$ cat config.mk
export PLATFORM = sky130hd
export DESIGN_NAME = serial_adder_n
export DESIGN_NICKNAME = d
export VERILOG_FILES = /design/src/rtl/serial_adder_n.sv
export SDC_FILE = /design/constraint.sdc
export NUM_CORES = 1
export LEC_CHECK = 0
export CAP_MARGIN = 20
export CORE_ASPECT_RATIO = 0.9
export CORE_UTILIZATION = 42
export DETAILED_ROUTE_END_ITERATION = 6
export DONT_BUFFER_PORTS = 1
export PLACE_DENSITY_LB_ADDON = 0.12
export SYNTH_ARGS = -nofsm -noshare
export SYNTH_HDL_FRONTEND = slang
export SYNTH_SLANG_ARGS = --single-unit
$ cat constraint.sdc
create_clock -name clk -period 2.02 [get_ports clk]
set_clock_uncertainty 0.15 [all_clocks]
set_input_delay 0.606 -clock clk [delete_from_list [all_inputs] [get_ports clk]]
set_output_delay 0.606 -clock clk [all_outputs]
set_load 0.05 [all_outputs]
$ cat src/rtl/serial_adder_n.sv
// Bit-serial WIDTH-bit adder/subtractor: one full-adder step per clock, LSB first,
// with an accumulate option that feeds the previous result back in as operand x.
module serial_adder_n #(
    parameter int WIDTH = 4
) (
    input  logic             clk,
    input  logic             rst_n,
    input  logic             start,
    input  logic             mode_sub,
    input  logic             acc,
    input  logic [WIDTH-1:0] x,
    input  logic [WIDTH-1:0] y,
    output logic             busy,
    output logic             done,
    output logic [WIDTH:0]   sum,
    output logic             ovf
);

    localparam int CW = (WIDTH > 1) ? $clog2(WIDTH) : 1;
    localparam logic [CW-1:0] LAST_BIT = CW'(WIDTH - 1);

    typedef enum logic [1:0] {
        S_IDLE = 2'd0,
        S_RUN  = 2'd1,
        S_DONE = 2'd2
    } state_t;

    state_t           state_q, state_d;
    logic [CW-1:0]    cnt_q, cnt_d;
    logic [WIDTH-1:0] xs_q, xs_d;
    logic [WIDTH-1:0] ys_q, ys_d;
    logic             mode_q, mode_d;
    logic             carry_q, carry_d;
    logic [WIDTH:0]   sum_q, sum_d;
    logic             ovf_q, ovf_d;
    logic             busy_q, busy_d;
    logic             done_q, done_d;
    logic             bit_s;
    logic             cout_s;

    // Operands sit in shift registers so the current bit is always at position 0;
    // ys_q already holds ~y for subtraction.
    always_comb begin
        bit_s  = xs_q[0] ^ ys_q[0] ^ carry_q;
        cout_s = (xs_q[0] & ys_q[0]) | (xs_q[0] & carry_q) | (ys_q[0] & carry_q);
    end

    // Next-state and datapath update for the IDLE/RUN/DONE sequencer.
    always_comb begin
        state_d = state_q;
        cnt_d   = cnt_q;
        xs_d    = xs_q;
        ys_d    = ys_q;
        mode_d  = mode_q;
        carry_d = carry_q;
        sum_d   = sum_q;
        ovf_d   = ovf_q;
        busy_d  = busy_q;
        done_d  = done_q;
        case (state_q)
            S_IDLE, S_DONE: begin
                if (start) begin
                    state_d = S_RUN;
                    busy_d  = 1'b1;
                    done_d  = 1'b0;
                    mode_d  = mode_sub;
                    xs_d    = acc ? sum_q[WIDTH-1:0] : x;
                    ys_d    = mode_sub ? ~y : y;
                    carry_d = mode_sub;
                    cnt_d   = '0;
                    sum_d   = '0;
                    ovf_d   = 1'b0;
                end else begin
                    state_d = state_q;
                end
            end
            S_RUN: begin
                sum_d[WIDTH-1:0] = sum_q[WIDTH-1:0] | ({{(WIDTH-1){1'b0}}, bit_s} << cnt_q);
                xs_d    = xs_q >> 1'b1;
                ys_d    = ys_q >> 1'b1;
                carry_d = cout_s;
                cnt_d   = cnt_q + CW'(1);
                if (cnt_q == LAST_BIT) begin
                    // carry_q is the carry into the MSB, cout_s the carry out of it
                    state_d      = S_DONE;
                    busy_d       = 1'b0;
                    done_d       = 1'b1;
                    sum_d[WIDTH] = cout_s ^ mode_q;
                    ovf_d        = carry_q ^ cout_s;
                    cnt_d        = '0;
                end else begin
                    state_d = S_RUN;
                end
            end
            default: begin
                state_d = S_IDLE;
                busy_d  = 1'b0;
                done_d  = 1'b0;
                cnt_d   = '0;
                carry_d = 1'b0;
                sum_d   = '0;
                ovf_d   = 1'b0;
            end
        endcase
    end

    // State and datapath registers; reset clears everything immediately.
    always_ff @(posedge clk or negedge rst_n) begin
        if (!rst_n) begin
            state_q <= S_IDLE;
            cnt_q   <= '0;
            xs_q    <= '0;
            ys_q    <= '0;
            mode_q  <= 1'b0;
            carry_q <= 1'b0;
            sum_q   <= '0;
            ovf_q   <= 1'b0;
            busy_q  <= 1'b0;
            done_q  <= 1'b0;
        end else begin
            state_q <= state_d;
            cnt_q   <= cnt_d;
            xs_q    <= xs_d;
            ys_q    <= ys_d;
            mode_q  <= mode_d;
            carry_q <= carry_d;
            sum_q   <= sum_d;
            ovf_q   <= ovf_d;
            busy_q  <= busy_d;
            done_q  <= done_d;
        end
    end

    assign busy = busy_q;
    assign done = done_q;
    assign sum  = sum_q;
    assign ovf  = ovf_q;

endmodule

==> results of run 1 <==
## what timing repair did
item	in CTS	in global routing
setup endpoints to repair	0	0
hold endpoints to repair	22	0
hold buffers	1	0
## final timing paths
kind                       startpoint       to  depth (start not counted)
min in group asynchronous       rst_n  xs_q[1]                          1
setup reg to reg              xs_q[0]      ovf                          4
max in group asynchronous       rst_n  ys_q[3]                          2
hold / removal               mode_sub   mode_q                          1
hold reg to reg               xs_q[3]  xs_q[3]                          1
setup / recovery               sum[3]   sum[3]                          0
## final cells by class
cell class	count	share of cell area (%)
timing repair buffer	4	3.59
tap	27	3.03
clock buffer	4	3.25
sequential	22	49.4
multi-input combinational	66	40.1
inverter	2	0.673
## power by group through the flow
stage          Combinational, mW  Sequential (mW)  Clock [mW]
2_1_floorplan              0.581            0.992           0
3_3_place_gp               0.625             1.04           0
3_5_place_dp               0.639             1.04           0
4_1_cts                    0.648             1.04       0.257
5_1_grt                    0.731             1.07       0.269
6_report                   0.645             1.04       0.244
## cells by family (layout without fill, tap and decap cells)
family / count (synthesis) / after routing / share of synthesized area (%)
simple gates: 25 / 25 / 10.3
flops: 22 / 22 / 52.8
fa+ha+maj: 2 / 2 / 3.12
xor+xnor: 6 / 6 / 5.04
compound gates: 27 / 27 / 18.5
buf+inv: 8 / 10 / 4.44
mux: 6 / 6 / 5.88
## cell usage in the layout (no fill, tap or decap), drive strengths merged, types with 2 or more instances in the layout
master / n
nor2: 15
buf: 3
clkbuf: 4
xnor2: 6
mux2i: 5
a221o: 6
o21ai: 4
o2bb2ai: 2
nand2: 5
nand2b: 3
a22o: 3
inv: 2
a21oi: 6
dfrtp: 22
a31oi: 4
## registers in the layout (all words and copies together) (netlist names)
signal and cells:
ovf 1, ys_q 4, sum 5, mode_q 1, busy 1, xs_q 4
state_q 2, cnt_q 2, carry_q 1, done 1
## routing by layer
metal  track usage [%]  share of wire [%]  vias up
met5                 0                  0        -
met4              5.13                1.4        0
met3              7.17                6.3        4
met2              22.2                 43       21
met1              22.5                 50      356
li1                  -                  -      343
==> run summary, run 1 <==
POWER
------------------------------------------------------------------------------------
Combinational share of power ..........................................        33.5%
Power per standard cell area .......................................... 1730 nW/um^2
Internal Pwr Total ....................................................      1.04 mW
Leakage power .........................................................     0.502 nW
Seq pwr share .........................................................        53.9%
Max VDD drop ..........................................................      1.01 mV
NetSw .................................................................       887 uW
Switch share ..........................................................        46.0%
Share of total power in the clock network .............................        12.7%
Total power ...........................................................      1.93 mW

STA
------------------------------------------------------------------------------------
Final total negative setup slack ......................................         0 ns
Final Setup Violations ................................................            0
Tightest Pin Transition ...............................................     0.545 ns
Slew Viols, Final .....................................................            0
Relative max-transition margin ........................................        63.7%
Final worst path period need ..........................................      1.77 ns
Final Hold Vio Count ..................................................            0
Period utilization ....................................................        87.8%
Hold_ws ...............................................................     0.273 ns
RSZ-0062 raised after global routing ..................................           no
Least setup slack across all paths after layout .......................     0.246 ns
FMAX ..................................................................    0.564 GHz

DIE
------------------------------------------------------------------------------------
Number of rows created at floorplan ...................................           16
Effective utilization at floorplan ....................................        46.1%
Vertical die dimension ................................................      49.3 um
Area enclosed by the die boundary .....................................   2690 sq um
Total core area .......................................................   2260 sq um
# IOs .................................................................           21
DIE WIDTH .............................................................      54.5 um

LOGIC SYNTHESIS
------------------------------------------------------------------------------------
Count of yosys warnings during synthesis ..............................            0
Share of synthesized area occupied by flip-flops and latches ..........        52.8%
Syn Area/Cell .........................................................   10.9 sq um
Post-synthesis instance area ..........................................   1040 sq um
Most used standard cell by instance count after synthesis ............. sky130_fd_sc_hd__dfrtp_1
Proportion of synthesized flip-flops having asynchronous set or reset .         100%
Top post-synthesis cells by area ...................................... sky130_fd_sc_hd__dfrtp_1, sky130_fd_sc_hd__a221o_1, sky130_fd_sc_hd__nor2_1
Post-synth EDFFs ......................................................            0
Post-synth top flop ................................................... sky130_fd_sc_hd__dfrtp_1
Synth top cells by count .............................................. sky130_fd_sc_hd__dfrtp_1, sky130_fd_sc_hd__nor2_1, sky130_fd_sc_hd__a21oi_1, sky130_fd_sc_hd__a221o_1, sky130_fd_sc_hd__xnor2_1
Library cell occupying the most area in the post-synthesis netlist .... sky130_fd_sc_hd__dfrtp_1
Gate count of the mapped netlist ......................................           96
Syn_nets ..............................................................          111
Count of unique library cells instantiated by Yosys ...................           25
Fraction of synthesized cell area taken by the top area cell type .....        52.8%
Count of state elements after synthesis ...............................           22

FINAL LAYOUT
------------------------------------------------------------------------------------
Non-filler cells, final ...............................................          125
Area delta synth->final ...............................................        6.83%
Finished layout cell area .............................................   1110 sq um
Fraction of layout instances using a drive strength above 1 ...........        7.14%
Number of nets at the end of the flow .................................          114
N_diodes ..............................................................            0
Area of the multi-input gates .........................................    447 sq um
Final core utilization ................................................        49.3%
FF+latch area .........................................................    551 sq um
Total of fill cells in the finished design ............................          217

WORST SETUP PATH
------------------------------------------------------------------------------------
Critical Path AT ......................................................      1.02 ns
Critical path class ................................................... flop to output port
Critical Path Fanout Max ..............................................            4
Category of the worst setup path launch point .........................         flop
Nature of the critical path endpoint ..................................  output port
Worst-case register-to-register setup slack ...........................      0.42 ns
CP required ...........................................................      1.26 ns

GLOBAL ROUTE
------------------------------------------------------------------------------------
Total gr overflow .....................................................            0
Via count of the first global-routing pass ............................          660
Number of antenna violations at the first check in global routing .....            0
Pin count of the biggest net entering global routing ..................           23
Global-route wire length before repair ................................      3.09 mm
Aggregate global-route resource usage .................................        16.2%

CTS
------------------------------------------------------------------------------------
Post-CTS Repair Setup Buffers .........................................            0
H-tree depth ..........................................................            1
TritonCTS Sinks .......................................................           22
Clock buffer depth ....................................................            2
Post-cts resize count .................................................            0
Clock root cell ....................................................... sky130_fd_sc_hd__clkbuf_4
Clock transition at the registers of the reported paths ...............      0.12 ns
Source-to-sink clock delay at the later pin of the worst-skew pair ....      0.31 ns
CTS tree ..............................................................          yes
Total clock buffers created by CTS ....................................            3

DETAILED ROUTING
------------------------------------------------------------------------------------
Via total after detailed routing ......................................          724
Pre-antenna DRT Iters .................................................            4
Per-cell routed wire length ...........................................      15.5 um
Final antenna-violating net count .....................................            0
DRC violation total after the first TritonRoute iteration .............           15
Final routed wirelength across all metal layers .......................      1.93 mm
DR vias/cell ..........................................................         5.79
DRC violations left ...................................................            0

PLACEMENT
------------------------------------------------------------------------------------
Placed cell count .....................................................          119
IO Port Bufs ..........................................................            0
Placer Congestion .....................................................        0.726
Placement Setup Slack .................................................     0.412 ns
Standard cell area after detailed placement ...........................   1050 sq um
DPL Wire Length .......................................................      1.32 mm

JOB
------------------------------------------------------------------------------------
# Max-Cap Violations ..................................................            0

OUTCOME
------------------------------------------------------------------------------------
Run status ............................................................ finished clean

HOLD PATH
------------------------------------------------------------------------------------
Min-delay worst type .................................................. primary input to flop

Note: power is estimated with default switching activity, not from simulation.
==> inputs of run 2 (changes only) <==
==> constraint.sdc (replaced) <==
create_clock -name clk -period 2.02 [get_ports clk]
set_clock_uncertainty 0.15 [all_clocks]
set_input_delay 0.606 -clock clk [delete_from_list [all_inputs] [get_ports clk]]
set_output_delay 0.606 -clock clk [all_outputs]
set_load 0.02 [all_outputs]
==> results of run 2 <==
The final DEF is identical to that of run 1. Status: finished clean.
Main changes from that run: setup slack after layout 0.246 ns -> 0.421 ns; start point of the critical path sum[3] -> xs_q[0]; end point of the critical path sum[3] -> ovf; total power 1.93 mW -> 1.78 mW; worst IR drop on VDD 1.01 mV -> 0.828 mV
